<file path="src/rtl/ave8_pkg.sv">
// Shared types for the 8-tap sliding-window averager; AVE8_ROUND_EN selects round-half-up over floor.
// Sum carries one guard bit so the rounding offset can never overflow.
package ave8_pkg;

    localparam int DATA_W   = 8;
    localparam int WIN_LOG2 = 3;
    localparam int SUM_W    = DATA_W + WIN_LOG2 + 1;

    typedef enum logic [1:0] {IDLE, RUN, DONE} ave8_state_t;

    typedef logic signed [0:DATA_W-1] sample_t;
    typedef logic signed [SUM_W-1:0]  sum_t;

    function automatic sample_t ave8_avg(input sum_t s);
        sum_t q;
`ifdef AVE8_ROUND_EN
        q = (s + sum_t'(1 << (WIN_LOG2 - 1))) >>> WIN_LOG2;
        if (q > sum_t'((1 << (DATA_W - 1)) - 1)) begin
            q = sum_t'((1 << (DATA_W - 1)) - 1);
        end
`else
        q = s >>> WIN_LOG2;
`endif
        return sample_t'(q);
    endfunction

endpackage

</file>
<file path="src/rtl/ave8_stream_core_if.sv">
// Sample-in / result-out handshake bundle: FIFO pop side (rd_incadr/in_empty) and sink push side (wr_incadr/out_full).
// master = averaging core, slave = FIFO and capture models.
interface ave8_stream_core_if;
    import ave8_pkg::*;

    sample_t in_data;
    logic    in_empty;
    logic    rd_incadr;
    sample_t out_data;
    logic    wr_incadr;
    logic    out_full;

    modport master (
        input  in_data, in_empty, out_full,
        output rd_incadr, out_data, wr_incadr
    );

    modport slave (
        output in_data, in_empty, out_full,
        input  rd_incadr, out_data, wr_incadr
    );

endinterface

</file>
<file path="src/rtl/ave8_window_sum.sv">
// Tap shift register with running sum; sum output already includes din when shift_en is high.
// Updates on the shift edge; no backpressure of its own, the caller gates shift_en.
module ave8_window_sum
    import ave8_pkg::*;
(
    input  logic    clk,
    input  logic    rst,
    input  logic    shift_en,
    input  logic    clr,
    input  sample_t din,
    output sum_t    sum
);

    localparam int TAPS = 1 << WIN_LOG2;

    sample_t taps_q [TAPS];
    sum_t    sum_q;

    // Oldest tap leaves as the new sample enters, so the sum never needs a full re-add.
    assign sum = shift_en ? (sum_q + sum_t'(din) - sum_t'(taps_q[TAPS-1])) : sum_q;

    always_ff @(posedge clk or posedge rst) begin
        if (rst) begin
            for (int i = 0; i < TAPS; i++) taps_q[i] <= '0;
            sum_q <= '0;
        end else if (clr) begin
            for (int i = 0; i < TAPS; i++) taps_q[i] <= '0;
            sum_q <= '0;
        end else if (shift_en) begin
            taps_q[0] <= din;
            for (int i = 1; i < TAPS; i++) taps_q[i] <= taps_q[i-1];
            sum_q <= sum;
        end
    end

endmodule

</file>
<file path="src/rtl/ave8_stream_core.sv">
// Pops signed samples, emits the 8-tap window average one cycle after each pop; AVE8_ROUND_EN enables rounding.
// One result per cycle; a full sink holds the result stable and stops popping until the push completes.
module ave8_stream_core
    import ave8_pkg::*;
#(
    parameter int CNT_W = 16
) (
    input  logic                clk,
    input  logic                rst,
    input  logic                start,
    input  logic                stop,
    ave8_stream_core_if.master  bus,
    output logic [CNT_W-1:0]    sample_cnt,
    output logic                done
);

    ave8_state_t      state_q, state_d;
    logic             wr_q, wr_d;
    sample_t          out_q, out_d;
    logic [CNT_W-1:0] cnt_q, cnt_d;

    logic rd;
    logic pop;
    logic push;
    logic clr;
    sum_t win_sum;

    ave8_window_sum u_win (
        .clk      (clk),
        .rst      (rst),
        .shift_en (pop),
        .clr      (clr),
        .din      (bus.in_data),
        .sum      (win_sum)
    );

    // A pop may coincide with a completing push, keeping the output slot busy back to back.
    assign rd   = (state_q == RUN) && !stop && (!wr_q || !bus.out_full);
    assign pop  = rd && !bus.in_empty;
    assign push = wr_q && !bus.out_full;

    always_comb begin
        state_d = state_q;
        clr     = 1'b0;
        wr_d    = wr_q;
        out_d   = out_q;
        cnt_d   = cnt_q;

        case (state_q)
            IDLE: if (start) begin
                state_d = RUN;
                clr     = 1'b1;
            end
            RUN: if (stop && (!wr_q || push)) begin
                state_d = DONE;
            end
            DONE: if (start) begin
                state_d = RUN;
                clr     = 1'b1;
            end
            default: state_d = IDLE;
        endcase

        if (push) wr_d = 1'b0;
        if (pop) begin
            wr_d  = 1'b1;
            out_d = ave8_avg(win_sum);
            if (cnt_q != '1) cnt_d = cnt_q + 1'b1;
        end
        if (clr) cnt_d = '0;
    end

    always_ff @(posedge clk or posedge rst) begin
        if (rst) begin
            state_q <= IDLE;
            wr_q    <= 1'b0;
            out_q   <= '0;
            cnt_q   <= '0;
        end else begin
            state_q <= state_d;
            wr_q    <= wr_d;
            out_q   <= out_d;
            cnt_q   <= cnt_d;
        end
    end

    assign bus.rd_incadr = rd;
    assign bus.out_data  = out_q;
    assign bus.wr_incadr = wr_q;
    assign sample_cnt    = cnt_q;
    assign done          = (state_q == DONE);

endmodule
</file>
<file path="src/flat_wrapper.sv">
// flat-port wrapper written by rule: the top's interface ports become plain ports
module ave8_stream_core_flat import ave8_pkg::*;
#(
    parameter int CNT_W = 16
)
  (clk, rst, start, stop, sample_cnt, done, bus_in_data, bus_in_empty, bus_out_full, bus_rd_incadr, bus_out_data, bus_wr_incadr);
  ave8_stream_core_if bus_i ();
  input  logic clk;
  input  logic rst;
  input  logic start;
  input  logic stop;
  output logic [CNT_W-1:0] sample_cnt;
  output logic done;
  input wire logic [$bits(bus_i.in_data)-1:0] bus_in_data;
  input wire logic [$bits(bus_i.in_empty)-1:0] bus_in_empty;
  input wire logic [$bits(bus_i.out_full)-1:0] bus_out_full;
  output wire logic [$bits(bus_i.rd_incadr)-1:0] bus_rd_incadr;
  output wire logic [$bits(bus_i.out_data)-1:0] bus_out_data;
  output wire logic [$bits(bus_i.wr_incadr)-1:0] bus_wr_incadr;
  assign bus_i.in_data = bus_in_data;
  assign bus_i.in_empty = bus_in_empty;
  assign bus_i.out_full = bus_out_full;
  assign bus_rd_incadr = bus_i.rd_incadr;
  assign bus_out_data = bus_i.out_data;
  assign bus_wr_incadr = bus_i.wr_incadr;
  ave8_stream_core #(.CNT_W(CNT_W)) u_core (.clk(clk), .rst(rst), .start(start), .stop(stop), .bus(bus_i), .sample_cnt(sample_cnt), .done(done));
endmodule
</file>
<file path="config.mk">
export PLATFORM = sky130hd
export DESIGN_NAME = ave8_stream_core_flat
export DESIGN_NICKNAME = d
export VERILOG_FILES = /design/src/rtl/ave8_pkg.sv /design/src/rtl/ave8_stream_core_if.sv /design/src/rtl/ave8_window_sum.sv /design/src/rtl/ave8_stream_core.sv /design/src/flat_wrapper.sv
export SDC_FILE = /design/constraint.sdc
export NUM_CORES = 1
export LEC_CHECK = 0
export ABC_AREA = 1
export CELL_PAD_IN_SITES_DETAIL_PLACEMENT = 0
export CELL_PAD_IN_SITES_GLOBAL_PLACEMENT = 1
export CORE_MARGIN = 1
export CORE_UTILIZATION = 48
export DETAILED_ROUTE_END_ITERATION = 16
export PLACE_DENSITY_LB_ADDON = 0.3
export SLEW_MARGIN = 10
export SYNTH_ARGS = -nofsm -noshare
export SYNTH_HDL_FRONTEND = slang
export SYNTH_SLANG_ARGS = --single-unit
</file>
<file path="constraint.sdc">
create_clock -name clk -period 5.8 [get_ports clk]
set_input_delay 1.16 -clock clk [delete_from_list [all_inputs] [get_ports clk]]
set_output_delay 1.16 -clock clk [all_outputs]
set_load 0.1 [all_outputs]
</file>
==> results of run 1 <==
## routing by layer
layer / global-route usage (%) / up-vias / share of wire [%]
li1: - / 1926 / -
met1: 26.9 / 1817 / 51
met2: 30.8 / 34 / 45
met3: 2.78 / 11 / 2.2
met4: 7.14 / 0 / 1.6
met5: 0 / - / 0
## final timing paths
check,start,endpoint,slack [ns],cells past startpoint
max reg2reg,u_core.state_q[0],u_core.u_win.sum_q[1],3.18,6
max in group asynchronous,rst,u_core.u_win.taps_q[63],3.50,3
max,bus_out_full,bus_rd_incadr,1.58,5
min,u_core.bus.out_data[6],u_core.bus.out_data[6],0.48,2
min reg2reg,u_core.bus.out_data[6],u_core.bus.out_data[6],0.48,2
min in group asynchronous,rst,u_core.u_win.taps_q[58],1.28,2
## state kept, by name, summed over array words and instances (netlist names)
| register | cells |
|---|---|
| u_core.u_win.taps_q | 64 |
| u_core.sample_cnt | 16 |
| u_core.u_win.sum_q | 11 |
| u_core.bus.out_data | 8 |
| u_core.state_q | 2 |
| u_core.bus.wr_incadr | 1 |
## synth_stat cells
library cell / number
nor3_1: 3
or2_2: 1
nand3b_1: 4
ha_1: 13
dfrtp_1: 102
inv_2: 1
xnor2_1: 1
nor2_4: 1
o21ai_0: 17
clkbuf_1: 3
o22ai_1: 58
a21oi_1: 7
nand3_1: 25
buf_6: 15
fa_1: 10
nand2_2: 1
nand2_1: 139
inv_1: 127
nor2_2: 2
nand2_4: 2
xor2_1: 6
o21ai_2: 7
buf_2: 1
nand3b_4: 1
nor2_1: 31
o21ai_1: 5
o21bai_1: 3
nand4_1: 6
## final cells by class
cell class	instances	area share [%]
multi-input cells	343	33.9
clock inverters	2	0.175
flip-flops and latches	102	44.6
clock buffers	12	2.54
repair buffers	42	7.27
well taps	136	2.98
inverters	128	8.45
## metrics by stage
stage          hold WS, ns  area (µm²)  cells  util, %
2_1_floorplan        0.450        5160    592        -
3_3_place_gp         0.464        5560    751     53.6
3_5_place_dp         0.466        5560    751     53.6
4_1_cts              0.488        5720    765     55.1
5_1_grt              0.517        5720    765     55.1
6_report             0.483        5720    765     55.1
## report_power, final
part | internal, mW | total (mW) | switching [mW]
Sequential | 0.811 | 0.872 | 0.0611
Combinational | 0.323 | 1.16 | 0.842
Clock | 0.162 | 0.388 | 0.226
Total | 1.30 | 2.42 | 1.13
## cell families (layout without fill, tap and decap cells)
group | count (synthesis) | count (layout)
buf+inv | 147 | 184
simple gates | 216 | 216
compound gates | 97 | 97
flops | 102 | 102
fa+ha+maj | 23 | 23
xor+xnor | 7 | 7
## tightest hold or removal path: stages (launching register included)
cell,delay [ns]
dfrtp_1,0.35
nand2_1,0.05
nand2_1,0.05
==> results.toml, run 1 <==
[timing]
finalHoldViolCount = 0
slew_headroom_pct = 34.5
min_period_ns = 4.22
fin_skew_ns = 0.0108
post-route-period-util_pct = 72.8
timing.fmax_ghz = 0.237
worst_slack_ns = 1.58
slew_viol_final = 0
tightest_slew_ns = 0.979
setup_viol = 0
grt_setup_unrepaired = "no"
tns_ns = 0

[floorplan]
rows = 37
die_y_um = 106
ioPinCount = 41
core_area_mm2 = 0.0104
die_w_um = 106
fp.dieArea_mm2 = 0.0112
start_util_pct = 49.7

[detailed_routing]
drtPass1Iterations = 4
vias = 3788
drc_errors = 0
drt-vias-per-instance = 4.95
antenna_left = 0
wl_per_cell_um = 12.9
dr.first_iter.drc_count = 135
finalWirelength_um = 9880

[yosys]
synth_mux_area_share_pct = 0
ys_warn_count = 0
ys_types = 28
postSynthAreaPerCell_um2 = 8.71
synth-simple-area-share_pct = 17.9
ys_ff_latch = 102
synth_fa_ha_area_share_pct = 7.03
synth_xor_area_share_pct = 1.19
synth_largest_area_cell = "dfrtp_1"
synth-compound-area-share_pct = 11.5
synth_fp_nets = 629
synth_top_family_by_area = "simple AND/OR/NAND/NOR gates"
seq_area_frac_synth_pct = 49.5
synthTopCellsByArea = "dfrtp_1, nand2_1, inv_1"
syn_area_mm2 = 0.00516
postSynthCellCount = 592
netlist.area_leader.share_pct = 49.5

[finish]
mostFrequentLayoutCells = "nand2_1, inv_1, dfrtp_1"
num_antenna_cells = 0
n_fill_cell = 988
syn_to_final_growth_pct = 10.8
layout-drive-gt1-share_pct = 4.93
nets = 663
multi_input_area_mm2 = 0.00194
layout_commonest_cell = "nand2_1"
ff_latch_area_mm2 = 0.00255

[setup_path]
max_stage_delay_ns = 1.15
critPathArrivalTime_ns = 3.06
crit_family = "buffers and inverters"
start_kind = "primary input"
cp_common_cell = "clkdlybuf4s50_1"
cp_cell_sequence = "clkdlybuf4s50_1 -> nand2_1 -> inv_1 -> nor3_1 -> clkdlybuf4s50_1"
endpoint_kind = "output pin"
criticalPathCategory = "in2out"
crit_buf_inv = 3
required_ns = 4.64
slowest_stage = "clkdlybuf4s50_1"
cp_max_fo = 4

[clock_tree]
cts_tree = "yes"
clock-root-buffer = "clkbuf_8"
cts_max_level = 3
holdBufCountCts = 0
cts-resized-gates = 0
clk_path_buf_depth = 2
cts_sinks = 102
cts-buffers-inserted = 9
clkTransAtPathRegs_ns = 0.08
worstSkewPairLatency_ns = 0.36
cts_setup_buffers = 0

[grt]
grt_pass1_wl_um = 17400
grt_overflow_total = 0
grt_usage_pct = 19.3
first_global_vias = 3760
antenna_found_initial = 0
grt_max_degree = 79

[power_and_ir_drop]
ir_worst_vdd_mv = 0.232
leakage_nw = 2.70
p_per_area_mw_per_mm2 = 424
power_mw = 2.42

[placement]
dpl.hpwl_um = 6820
place_ws_ns = 1.58
numPortBuffers = 40
gp_congestion = 0.797

[run]
cap_violations = 0

[hold_path]
holdCritPathClass = "reg2reg"

[status]
status = "finished clean"
Note: power is estimated with default switching activity, not from simulation.
==> run 2, diff against run 1 <==
CORE_UTILIZATION = 40   (was 48)
clock period = 3.6 ns   (was 5.8 ns; I/O delays follow)
==> run 2 against run 1 <==
Net effect: worst setup slack got worse by 0.79 ns; sequential share of layout area down 1.7 points; clock skew shrank 0.0030 ns; routed wire length rose by 5.6%; critical path depth grew 7; largest cell class unchanged; clock-buffer cell count is 3 lower; worst hold slack barely moved.
==> results.toml, run 2 (same netlist as run 1, synthesis figures left out) <==
[timing]
timing.fmax_ghz = 0.356
tns_ns = 0
finalHoldViolCount = 0
setup_viol = 0
grt_setup_unrepaired = "no"
slew_viol_final = 0
tightest_slew_ns = 1.00
fin_skew_ns = 0.00778
slew_headroom_pct = 33.0
min_period_ns = 2.81
worst_slack_ns = 0.788
post-route-period-util_pct = 78.1

[floorplan]
die_w_um = 116
ioPinCount = 41
rows = 41
die_y_um = 116
core_area_mm2 = 0.0126
start_util_pct = 40.9
fp.dieArea_mm2 = 0.0134

[finish]
largest_reg_flops = 64
regMostFlops = "u_core.u_win.taps_q"
nets = 666
num_antenna_cells = 0
syn_to_final_growth_pct = 15.1
layout_commonest_cell = "nand2_1"
layout-drive-gt1-share_pct = 6.47
instances_no_fill = 806
mostFrequentLayoutCells = "nand2_1, inv_1, dfrtp_1"

[status]
status = "finished clean"

[hold_path]
holdCritPathClass = "reg2reg"
min-delay-start = "u_core.bus.out_data[7]"

[clock_tree]
cts-resized-gates = 0
cts-buffers-inserted = 9
clock-root-buffer = "clkbuf_16"
holdBufCountCts = 0
clk_path_buf_depth = 2
clkTransAtPathRegs_ns = 0.07
cts_tree = "yes"
worstSkewPairLatency_ns = 0.35
cts_sinks = 102
cts_max_level = 3
cts_setup_buffers = 0

[grt]
antenna_found_initial = 0
grt_usage_pct = 17.4
grt_max_degree = 55
grt_pass1_wl_um = 17900
first_global_vias = 3778
grt_overflow_total = 0

[setup_path]
crit_start = "bus_in_data[1]"
r2r-start = "u_core.u_win.taps_q[1]"
slowest_stage = "fa_1"
required_ns = 3.83
cp_max_fo = 4
start_kind = "primary input"
cp_cell_sequence = "clkdlybuf4s50_1 -> inv_1 -> fa_1 -> fa_1 -> inv_1 -> nand3_1 -> nand3_1 -> nand2_1 -> nand2_1 -> nand2_1 -> nand3_1 -> o21ai_0"
criticalPathCategory = "in2reg"
endpoint_kind = "flip-flop"
max_stage_delay_ns = 0.54
critPathArrivalTime_ns = 3.04

[power_and_ir_drop]
p_sw_share_pct = 44.4
ir_worst_vdd_mv = 0.422
p_sw_mw = 1.90
p_per_area_mw_per_mm2 = 720
pwr-share-clk_pct = 22.6
comb_power_share_pct = 44.4
power.internal_mw = 2.38
leakage_nw = 2.79
seq_power_share_pct = 33.0

[detailed_routing]
vias = 3841
antenna_left = 0
drtPass1Iterations = 4
dr.first_iter.drc_count = 193
drt-vias-per-instance = 4.77
wl_per_cell_um = 13.0
drc_errors = 0
finalWirelength_um = 10400

[placement]
gp_congestion = 0.838
dp_cells = 790
place_ws_ns = 0.393
numPortBuffers = 40
dpl.hpwl_um = 7320

[run]
cap_violations = 0
==> run 2: changes by cell type in the layout (fill, tap and decap cells not counted), moves of 2 or more <==
cell             before  now
clkbuf_8             10    0
clkdlybuf4s50_1      40   38
inv_6                 0    2
buf_4                 2    6
clkbuf_16             0    9
clkbuf_1              2    0
==> run 2: worst paths after layout <==
kind                                                to  slack, ns  cells after the start
worst max-delay path             u_core.u_win.sum_q[6]       0.79                     12
worst min-delay path            u_core.bus.out_data[7]       0.48                      2
worst max register to register   u_core.u_win.sum_q[6]       1.31                     10
worst min register to register  u_core.bus.out_data[7]       0.48                      2
max in group asynchronous        u_core.u_win.sum_q[8]       2.07                      3
min in group asynchronous         u_core.sample_cnt[2]       0.83                      2
==> run 2: layout make-up <==
type | instances | area [µm²]
well taps | 172 | 215
fillers | 1241 | 6680
clock buffers | 9 | 225
flip-flops and latches | 102 | 2550
repair buffers | 45 | 445
multi-input cells | 343 | 1950
inverters | 128 | 483
clock inverters | 7 | 71.3
==> run 2: power groups by stage <==
stage                     Clock [mW]  Sequential [mW]  Combinational [mW]
after global routing            1.04             1.43                2.09
after CTS                       1.00             1.41                1.91
after floorplan                    0             1.96                1.00
after global placement             0             1.43                1.89
final                          0.966             1.41                1.90
after detailed placement           0             1.43                1.90
==> run 2: worst max-delay path: cells and delay by family <==
| kind | cells | cell delay (ns) |
|---|---|---|
| adders and majority gates | 2 | 1.02 |
| and+or+nand+nor | 6 | 0.59 |
| buffers and inverters | 3 | 0.63 |
| AOI/OAI and AO/OA | 1 | 0.09 |
==> run 2: per-stage QoR <==
stage | util, % | hold slack [ns] | total power [mW] | cell area (µm²)
6_report | 47.1 | 0.483 | 4.27 | 5940
2_1_floorplan | - | 0.450 | 2.96 | 5160
3_3_place_gp | 44.7 | 0.467 | 3.32 | 5640
4_1_cts | 47.1 | 0.488 | 4.33 | 5940
5_1_grt | 47.1 | 0.506 | 4.56 | 5940
3_5_place_dp | 44.7 | 0.470 | 3.33 | 5640
==> run 2: per-layer routing <==
| layer | GRT usage, % | wire (µm) |
|---|---|---|
| met5 | 0 | 0 |
| met4 | 7.45 | 175 |
| met3 | 3.50 | 315 |
| met2 | 27.4 | 4840 |
| met1 | 23.2 | 5110 |
==> run 3, diff against run 2 <==
clock period = 2.52 ns   (was 3.6 ns; I/O delays follow)
==> run 3 against run 2 <==
Net effect: core utilization rose by 2.3 points; routed wire length rose by 3.0%; clock power increased by 54%; worst hold slack worse by 0.00087 ns; via count grew 0.44%; first-iteration DRC count down 3.6%; critical endpoint is now u_core.bus.out_data[6]; largest cell class unchanged; largest power group unchanged.
==> results.toml, run 3 (same netlist as run 1, synthesis figures left out) <==
[setup_path]
critical_path.endpoint = "u_core.bus.out_data[6]"
max_stage_delay_ns = 0.54
r2r-end = "u_core.u_win.sum_q[5]"
critPathArrivalTime_ns = 2.61
criticalPathCategory = "in2reg"
crit_family = "adder cells"
cp.depth = 11
crit_start = "bus_in_data[7]"
endpoint_kind = "flip-flop"
reg2reg_slack_ns = 0.40
cp_cell_sequence = "clkdlybuf4s50_1 -> inv_2 -> fa_1 -> inv_1 -> ha_1 -> nand2_1 -> inv_1 -> a21oi_2 -> nand4_1 -> nand3_2 -> nand2_1"
slowest_stage = "fa_1"
required_ns = 2.76
start_kind = "primary input"
r2r-start = "u_core.u_win.sum_q[1]"
reg2reg_depth = 10
cp_max_fo = 4
crit_buf_inv = 4

[timing]
setup_viol = 0
tns_ns = 0
slew_viol_final = 0
tightest_slew_ns = 0.579
post-route-period-util_pct = 93.8
fin_skew_ns = 0.00927
min_period_ns = 2.36
timing.fmax_ghz = 0.423
slew_headroom_pct = 61.3
finalHoldViolCount = 0

[finish]
layout-drive-gt1-share_pct = 16.0
num_antenna_cells = 0
syn_to_final_growth_pct = 20.7
mostFrequentLayoutCells = "nand2_1, inv_1, dfrtp_1"
ff_latch_area_mm2 = 0.00255
instances_no_fill = 830
design_area_mm2 = 0.00622
nets = 691
largest_reg_flops = 64
regMostFlops = "u_core.u_win.taps_q"
n_fill_cell = 1231
multi_input_area_mm2 = 0.00206
layout_commonest_cell = "nand2_1"

[placement]
numPortBuffers = 40
dp_cells = 815
placed_cell_area_mm2 = 0.00579
dpl.hpwl_um = 7620
gp_congestion = 0.878

[clock_tree]
cts_max_level = 3
clkTransAtPathRegs_ns = 0.07
worstSkewPairLatency_ns = 0.35
cts_sinks = 102
cts_setup_buffers = 0
clk_path_buf_depth = 2
cts-buffers-inserted = 9
cts_tree = "yes"
clock-root-buffer = "clkbuf_16"

[floorplan]
start_util_pct = 40.9
ioPinCount = 41
die_w_um = 116
fp.dieArea_mm2 = 0.0134
die_y_um = 116
rows = 41
core_area_mm2 = 0.0126

[grt]
grt_overflow_total = 0
grt_pass1_wl_um = 18200
grt-busiest-layer = "met2"
use_met1_pct = 24.5
antenna_found_initial = 0
gr-usage-met2_pct = 27.4
grt_max_degree = 49
grt_util_met3_pct = 3.66
grt_usage_pct = 17.8
first_global_vias = 3749

[detailed_routing]
drt-vias-per-instance = 4.65
antenna_left = 0
finalWirelength_um = 10800
drtPass1Iterations = 4
dr.first_iter.drc_count = 186
drc_errors = 0
wl_per_cell_um = 13.0
vias = 3858

[power_and_ir_drop]
p_per_area_mw_per_mm2 = 1060
leakage_nw = 2.97
ir_worst_vdd_mv = 0.521
power_mw = 6.63

[run]
cap_violations = 0

[hold_path]
holdCritPathClass = "reg2reg"

[status]
status = "finished clean"
-- run 3: cell types whose count changed in the layout (fill, tap and decap cells not counted), sizes merged --
cell           delta
buf              +50
clkdlybuf4s50    -25
clkinvlp          +1
bufinv            +1
clkinv            -3
inv               -3
clkbuf            +3
-- run 3: worst min path at each step --
| stage | cells past startpoint | slack, ns | end | from |
|---|---|---|---|---|
| floorplan | 2 | 0.45 | u_core.u_win.sum_q[7] | u_core.u_win.sum_q[7] |
| global placement | 2 | 0.46 | u_core.bus.out_data[0] | u_core.bus.out_data[0] |
| detailed placement | 2 | 0.47 | u_core.bus.out_data[0] | u_core.bus.out_data[0] |
| CTS | 2 | 0.49 | u_core.bus.out_data[0] | u_core.bus.out_data[0] |
| global route | 2 | 0.51 | u_core.bus.out_data[0] | u_core.bus.out_data[0] |
| finish | 2 | 0.48 | u_core.bus.out_data[0] | u_core.bus.out_data[0] |
-- run 3: power breakdown --
part | internal [mW] | switching (mW)
clock | 0.895 | 0.598
combinational | 1.03 | 2.10
sequential | 1.87 | 0.144
total | 3.79 | 2.84
-- run 3: layer usage --
metal	part of all wire, %	vias to the layer above
met3	2.2	13
met1	50	1822
met2	45	33
met4	2.2	0
li1	-	1990
met5	0	-
-- run 3: worst reg2reg max path, stage by stage, from the launching register on --
cell and delay, ns:
dfrtp_1 0.32, inv_1 0.06, fa_1 0.59, inv_1 0.06
ha_1 0.31, nand3_1 0.10, nand3_1 0.13, nand2_1 0.11
nand3b_1 0.11, nand3_2 0.12, o21ai_0 0.10
-- run 3: cell type report --
class,instances,area share [%]
Inverter,128,7.78
Tap cell,172,3.46
Timing Repair Buffer,70,9.57
Clock buffer,12,3.96
Clock inverter,3,1.11
Sequential cell,102,41.0
Multi-Input combinational cell,343,33.1
-- run 3: per-stage QoR --
stage / util [%] / hold WS, ns / worst slack, ns
after floorplan: - / 0.450 / -0.264
after global placement: 45.9 / 0.465 / -0.405
after detailed placement: 45.9 / 0.469 / -0.415
after CTS: 48.4 / 0.487 / 0.0380
after global routing: 49.3 / 0.507 / -0.00466
final: 49.3 / 0.482 / 0.157
-- run 3: what timing repair did --
item / 4_1_cts / 5_1_grt
setup endpoints to repair: 4 / 15
gates cloned: 0 / 0
hold buffers: 0 / 0
pin swaps: 0 / 3
gates resized for setup: 1 / 19
